## src/rtl/knn_result_reader_pkg.sv

```systemverilog
// Shared types and constants for the KNN result reader: FSM states, request
// kinds, address-map anchors and the empty-slot marker word.
package knn_result_reader_pkg;

  typedef enum logic [2:0] {
    ST_IDLE  = 3'd0,
    ST_FETCH = 3'd1,
    ST_CLR   = 3'd2,
    ST_SCAN  = 3'd3,
    ST_PICK  = 3'd4,
    ST_RESP  = 3'd5
  } state_e;

  typedef enum logic [1:0] {
    REQ_ENTRY    = 2'd0,
    REQ_STATUS   = 2'd1,
    REQ_UNMAPPED = 2'd2
  } req_kind_e;

  localparam int          ADDR_VOTE       = 0;
  // STATUS lives at word K + ADDR_STATUS_OFS, directly after the entry window.
  localparam int          ADDR_STATUS_OFS = 1;
  localparam logic [31:0] EMPTY_WORD      = 32'h8000_0000;

endpackage

```

## src/rtl/knn_label_hist.sv

```systemverilog
// Per-label occurrence counters used by the majority vote: synchronous clear,
// single-label increment and a combinational read port.
module knn_label_hist #(
  parameter int LABEL_W = 4,
  parameter int CNT_W   = 3
) (
  input  logic               clk,
  input  logic               rst,
  input  logic               clr,
  input  logic               inc,
  input  logic [LABEL_W-1:0] inc_label,
  input  logic [LABEL_W-1:0] rd_label,
  output logic [CNT_W-1:0]   rd_count
);

  localparam int NLABELS = 2 ** LABEL_W;

  logic [CNT_W-1:0] cnt_q [NLABELS];

  // NOTE: this array is a bank of flops, not a RAM, so giving every counter the
  // async reset is legal and guarantees a clean histogram after rst.
  always_ff @(posedge clk or posedge rst) begin
    if (rst) begin
      for (int l = 0; l < NLABELS; l++) cnt_q[l] <= '0;
    end else if (clr) begin
      for (int l = 0; l < NLABELS; l++) cnt_q[l] <= '0;
    end else if (inc) begin
      cnt_q[inc_label] <= cnt_q[inc_label] + CNT_W'(1);
    end
  end

  assign rd_count = cnt_q[rd_label];

endmodule

```

## src/rtl/knn_result_reader.sv

```systemverilog
// Bus read responder for the KNN accelerator: serves neighbour entries, a status
// word, and a majority-vote label computed on demand by scanning the list.
module knn_result_reader
  import knn_result_reader_pkg::*;
#(
  parameter int K       = 4,
  parameter int LABEL_W = 4,
  parameter int DIST_W  = 16,
  parameter int ADDR_W  = 5,
  localparam int CNT_W  = $clog2(K + 1),
  localparam int IDX_W  = (K > 1) ? $clog2(K) : 1
) (
  input  logic               clk,
  input  logic               rst,
  input  logic               valid,
  input  logic [ADDR_W-1:0]  address,
  input  logic [3:0]         wstrb,
  output logic [31:0]        rdata,
  output logic               ready,
  input  logic [CNT_W-1:0]   nb_count,
  output logic [IDX_W-1:0]   nb_idx,
  input  logic [LABEL_W-1:0] nb_label,
  input  logic [DIST_W-1:0]  nb_dist,
  output logic               busy
);

  state_e             state_q, state_d;
  req_kind_e          kind_q;
  logic [IDX_W-1:0]   idx_q;
  logic [LABEL_W-1:0] lbl_q;
  logic [CNT_W-1:0]   max_cnt_q;
  logic [LABEL_W-1:0] max_lbl_q;
  logic [CNT_W-1:0]   hist_cnt;
  logic [31:0]        resp_d;

  logic               accept, is_vote, is_entry, is_status;
  logic [CNT_W-1:0]   cnt_c;
  logic               cand_gt;
  logic [CNT_W-1:0]   win_cnt;
  logic [LABEL_W-1:0] win_lbl;

  assign accept    = (state_q == ST_IDLE) && valid && (wstrb == 4'b0000);
  assign is_vote   = (address == ADDR_W'(ADDR_VOTE));
  assign is_entry  = (address >= ADDR_W'(1)) && (address <= ADDR_W'(K));
  assign is_status = (address == ADDR_W'(K + ADDR_STATUS_OFS));

  // An out-of-range count from the control unit is treated as a full list.
  assign cnt_c = (nb_count > CNT_W'(K)) ? CNT_W'(K) : nb_count;

  // Strict compare keeps the first label to reach the maximum, i.e. the lowest.
  assign cand_gt = (hist_cnt > max_cnt_q);
  assign win_cnt = cand_gt ? hist_cnt : max_cnt_q;
  assign win_lbl = cand_gt ? lbl_q    : max_lbl_q;

  assign busy   = (state_q != ST_IDLE);
  assign nb_idx = idx_q;

  knn_label_hist #(
    .LABEL_W (LABEL_W),
    .CNT_W   (CNT_W)
  ) u_hist (
    .clk       (clk),
    .rst       (rst),
    .clr       (state_q == ST_CLR),
    .inc       (state_q == ST_SCAN),
    .inc_label (nb_label),
    .rd_label  (lbl_q),
    .rd_count  (hist_cnt)
  );

  always_ff @(posedge clk or posedge rst) begin
    if (rst) state_q <= ST_IDLE;
    else     state_q <= state_d;
  end

  // NOTE: every output of this block gets a default first, so no path leaves a
  // signal unassigned and no latch is inferred.
  always_comb begin
    state_d = state_q;
    resp_d  = '0;
    case (state_q)
      ST_IDLE: begin
        if (accept) state_d = is_vote ? ST_CLR : ST_FETCH;
      end
      ST_FETCH: begin
        state_d = ST_RESP;
        case (kind_q)
          REQ_ENTRY: begin
            if (CNT_W'(idx_q) < cnt_c) begin
              resp_d[LABEL_W-1:0]  = nb_label;
              resp_d[16 +: DIST_W] = nb_dist;
            end else begin
              resp_d = EMPTY_WORD;
            end
          end
          REQ_STATUS: begin
            resp_d[7:0]   = 8'(cnt_c);
            resp_d[31:24] = 8'(K);
          end
          default: resp_d = '0;
        endcase
      end
      ST_CLR: begin
        state_d = (cnt_c == '0) ? ST_RESP : ST_SCAN;
        resp_d  = EMPTY_WORD;
      end
      ST_SCAN: begin
        if (CNT_W'(idx_q) == cnt_c - CNT_W'(1)) state_d = ST_PICK;
      end
      ST_PICK: begin
        if (lbl_q == '1) state_d = ST_RESP;
        resp_d[LABEL_W-1:0] = win_lbl;
        resp_d[23:16]       = 8'(win_cnt);
      end
      ST_RESP: state_d = ST_IDLE;
      default: state_d = ST_IDLE;
    endcase
  end

  // NOTE: sequential state uses non-blocking assignments so every register
  // samples the pre-edge values regardless of statement order.
  always_ff @(posedge clk or posedge rst) begin
    if (rst) begin
      rdata     <= '0;
      ready     <= 1'b0;
      idx_q     <= '0;
      lbl_q     <= '0;
      max_cnt_q <= '0;
      max_lbl_q <= '0;
      kind_q    <= REQ_UNMAPPED;
    end else begin
      ready <= (state_d == ST_RESP);
      if (state_d == ST_RESP) rdata <= resp_d;

      case (state_q)
        ST_IDLE: begin
          if (accept) begin
            idx_q  <= is_entry ? IDX_W'(address - ADDR_W'(1)) : '0;
            kind_q <= is_entry ? REQ_ENTRY : (is_status ? REQ_STATUS : REQ_UNMAPPED);
          end
        end
        ST_CLR: begin
          lbl_q     <= '0;
          max_cnt_q <= '0;
          max_lbl_q <= '0;
        end
        ST_SCAN: idx_q <= idx_q + IDX_W'(1);
        ST_PICK: begin
          lbl_q     <= lbl_q + LABEL_W'(1);
          max_cnt_q <= win_cnt;
          max_lbl_q <= win_lbl;
        end
        default: ;
      endcase
    end
  end

endmodule

```

## config.mk

```make
export PLATFORM = sky130hd
export DESIGN_NAME = knn_result_reader
export DESIGN_NICKNAME = d
export VERILOG_FILES = /design/src/rtl/knn_result_reader_pkg.sv /design/src/rtl/knn_label_hist.sv /design/src/rtl/knn_result_reader.sv
export SDC_FILE = /design/constraint.sdc
export NUM_CORES = 1
export LEC_CHECK = 0
export BUFFER_PORTS_ARGS = -buffer_cell sky130_fd_sc_hd__buf_2
export CORE_ASPECT_RATIO = 1.1
export CORE_MARGIN = 1
export CORE_UTILIZATION = 62
export CTS_BUF_LIST = sky130_fd_sc_hd__clkbuf_16
export CTS_CLUSTER_SIZE = 28
export DETAILED_ROUTE_END_ITERATION = 8
export PLACE_DENSITY = 0.9
export SLEW_MARGIN = 5
export SYNTH_ARGS = -nofsm -noshare
export SYNTH_HDL_FRONTEND = slang
export SYNTH_SLANG_ARGS = --single-unit
```

## constraint.sdc

```tcl
create_clock -name clk -period 6.2 [get_ports clk]
set_input_delay 0.31 -clock clk [delete_from_list [all_inputs] [get_ports clk]]
set_output_delay 0.31 -clock clk [all_outputs]
set_load 0.05 [all_outputs]
```

==> impl_summary.txt <==
----------------------------------------------------
[Floorplan]
  Overall die height ... 94.86 um
  Total die area ... 0.008197 mm^2
  Die X ... 86.42 um
  Initial Util ... 0.6467
  Row count ... 33
  I/O pin count ... 71
  Core Footprint ... 0.007515 mm^2

[Routing]
  Antenna Violating Nets Remaining ... 0
  Detailed Routing Iterations Pass 1 ... 7
  Per-cell routed wire length ... 20.78 um
  DRT iter0 DRCs ... 490
  Post-detailed-route DRC marker count ... 0
  Routed wire length ... 12740 um
  Vias ... 4258
  Vias per inst ... 6.946

[Logic synthesis]
  Cell area after synthesis ... 0.004860 mm^2
  Number of flops mapped to enable cells by yosys ... 0
  Largest family of logic cells by synthesized area ... compound AO/OA/AOI/OAI gates
  Simple logic cell fraction of the synthesized area ... 0.1527
  Gate Count Post-Synth ... 459
  Fraction of synthesized area in multiplexers ... 0.1426
  Count of state elements after synthesis ... 87
  Commonest register cell after synthesis ... dfrtp_1
  Number of distinct standard cells referenced by the synthesized netlist ... 54
  Post-synthesis average cell area ... 10.59 um^2
  Fraction of the mapped netlist area in adder cells ... 0.02832
  Proportion of synthesized chip area in sequential cells ... 0.4482
  Parity-gate share of the synthesized area counting xor and xnor cells ... 0.008754
  Count of warnings emitted by yosys ... 0
  Fraction of the mapped netlist area in compound gates ... 0.1630
  Share of async-settable or async-resettable flops after synthesis ... 1.000

[Final layout]
  Antenna diodes ... 0
  Non-filler cells, final ... 613
  Leading cell types in the layout, fill and taps excluded ... 86 x dfrtp_1, 60 x nand3_1, 58 x buf_2
  Layout area overhead ... 11.64%
  Fraction of final layout cells sized beyond drive strength 1 ... 0.2343
  Final core occ ... 0.7219
  Total number of nets in the final design ... 549
  Post-route cell area ... 0.005425 mm^2
  Most common library cell in the layout ignoring fill and taps ... dfrtp_1
  Final-layout fill cell count ... 487

[Setup path]
  Critical Path RT ... 6.46 ns
  Arr. time, crit path ... 4.21 ns
  Max stage delay cell, worst path ... dfrtp_1
  Setup slack, reg-to-reg ... 2.25 ns
  Critical path class ... flop to flop
  Largest fanout of any net on the critical path ... 20
  Category of the worst setup path launch point ... flop
  Critical path's largest stage delay ... 0.93 ns
  Kind of end point of the critical path ... flop
  Cells along the critical path ... mux4_2 -> o22ai_1 -> nor2_1 -> ha_1 -> nand3b_1 -> a32oi_1 -> nand2_1 -> or3_1 -> a31oi_1

[CTS]
  Post-CTS setup buffers ... 0
  Max H-tree Level ... 3
  Count of instances resized after the clock tree is built ... 0
  Largest buffer count on any clock path ... 2
  Number of clock buffers inserted by TritonCTS ... 9
  Root Buffer ... clkbuf_16
  Reg clk slew, reported paths ... 0.06 ns
  Clock latency at the later pin of the worst-skew pair ... 0.34 ns
  # hold bufs at CTS ... 0
  Number of clock sinks ... 87
  CTS tree ... yes

[Placement]
  Total placed cells including tap cells ... 597
  Dpl hpwl ... 8426 um
  Gpl congestion ... 0.9249
  Buffers added on ports ... 58
  Dpl cell area ... 0.005129 mm^2
  Setup slack after placement ... 2.386 ns

[STA]
  Setup TNS Final ... 0 ns
  FMAX ... 253.2 MHz
  Final hold vios ... 0
  Clock Skew ... 0.007995 ns
  Post-route setup slack ... 2.251 ns
  Max_slew headroom ... 0.2797
  Final worst-path cycle share ... 0.6370
  Final Max Slew Viols ... 0
  Worst-case hold slack ... 0.1901 ns
  Setup repair after global routing missed its margin ... no
  Final setup viols ... 0
  Final Critical Period ... 3.949 ns
  Slew of the pin with the lowest slew margin ... 1.080 ns

[Power and ir drop]
  LEAKAGE ... 2.393 nW
  PD cells ... 405.0 mW/mm^2
  IR Drop Worst-Case VDD ... 0.0001776 V
  Total power draw ... 2.197 mW

[GRT]
  Wire length of the first global-routing pass ... 20930 um
  Residual overflow from global routing ... 0
  All-Layer GR Usage ... 0.3378
  Maximum number of pins on one net before global-route repair ... 88
  Vias in the first global route ... 4120
  Number of antenna violations at the first check in global routing ... 0

[Status]
  Status ... completed

[Min path]
  HP Class ... primary input to flop

[Job]
  Max-cap viol count ... 0

----------------------------------------------------
-- area by class of cell --
| cell class | instances | area [um^2] | area share |
|---|---|---|---|
| multi-input combinational | 329 | 2452 | 0.4520 |
| clock inverter | 7 | 71.32 | 0.01315 |
| tap | 105 | 131.4 | 0.02422 |
| clock buffer | 9 | 225.2 | 0.04151 |
| inverter | 16 | 61.31 | 0.01130 |
| sequential | 87 | 2178 | 0.4015 |
| timing repair buffer | 60 | 305.3 | 0.05627 |
-- kinds of logic (layout without fill, tap and decap cells) --
family          Yosys count  count (layout)
fa+ha+maj                11              11
simple gates            147             147
compound gates          114             114
xor+xnor                  4               4
mux                      41              41
flops                    87              87
other cells               1              12
buf+inv                  54              92
-- sequential cells by signal, summed over array words and instances (netlist names) --
name and flops:
kind_q 2, rdata 20, max_lbl_q 4, u_hist.cnt_q 48, max_cnt_q 3, ready 1, lbl_q 4, nb_idx 2
state_q 3
-- synth_stat cells (all sizes together), types with 2 or more instances --
cell type | number | area, um^2
a21oi | 6 | 30.03
or2 | 3 | 18.77
o22ai | 9 | 56.30
mux2 | 6 | 67.56
nor2 | 13 | 48.80
nand2b | 7 | 51.30
inv | 16 | 60.05
nand4 | 2 | 12.51
nor3 | 5 | 25.02
o22a | 4 | 35.03
a22oi | 2 | 15.01
or4b | 2 | 20.02
o21ai | 45 | 262.7
a22o | 12 | 105.1
a31o | 2 | 17.52
o2111ai | 2 | 17.52
nor2b | 5 | 31.28
and2 | 3 | 18.77
a32oi | 2 | 17.52
nand3 | 60 | 300.3
dfrtp | 86 | 2152
o2bb2ai | 2 | 17.52
xnor2 | 3 | 33.79
and3 | 2 | 12.51
nand2 | 36 | 135.1
o221ai | 5 | 43.79
o31ai | 16 | 120.1
nand3b | 3 | 22.52
buf | 21 | 146.4
clkbuf | 17 | 63.81
a31oi | 5 | 31.28
mux2i | 13 | 130.1
o221a | 2 | 22.52
mux4 | 22 | 495.5
ha | 11 | 137.6
-- critical path: cells and delay by family, from the launching register on --
kind	cells	cell delay, ns
multiplexers	1	0.60
AND/OR/NAND/NOR	4	1.02
flip-flops	1	0.93
AO/OA/AOI/OAI	3	1.00
adder cells (fa/ha/maj)	1	0.31
-- power by group --
| group | switching (mW) | internal, mW |
|---|---|---|
| clock network | 0.231 | 0.313 |
| registers | 0.139 | 0.663 |
| logic | 0.582 | 0.269 |
| total | 0.953 | 1.24 |
-- worst paths after layout --
| path | startpoint | endpoint | cells after the start |
|---|---|---|---|
| max | lbl_q[0] | rdata[18] | 9 |
| min | nb_dist[11] | rdata[27] | 2 |
| max reg2reg | lbl_q[0] | rdata[18] | 9 |
| min reg2reg | kind_q[1] | kind_q[1] | 2 |
| max in group asynchronous | rst | u_hist.cnt_q[19] | 3 |
| min in group asynchronous | rst | u_hist.cnt_q[20] | 3 |
-- metal layers --
| layer | global-route usage | share of wire | vias to the layer above |
|---|---|---|---|
| li1 | - | - | 1798 |
| met1 | 0.4370 | 0.37 | 2029 |
| met2 | 0.5357 | 0.49 | 351 |
| met3 | 0.06381 | 0.098 | 80 |
| met4 | 0.1944 | 0.048 | 0 |
| met5 | 0 | 0 | - |
Note: power is estimated with default switching activity, not from simulation.
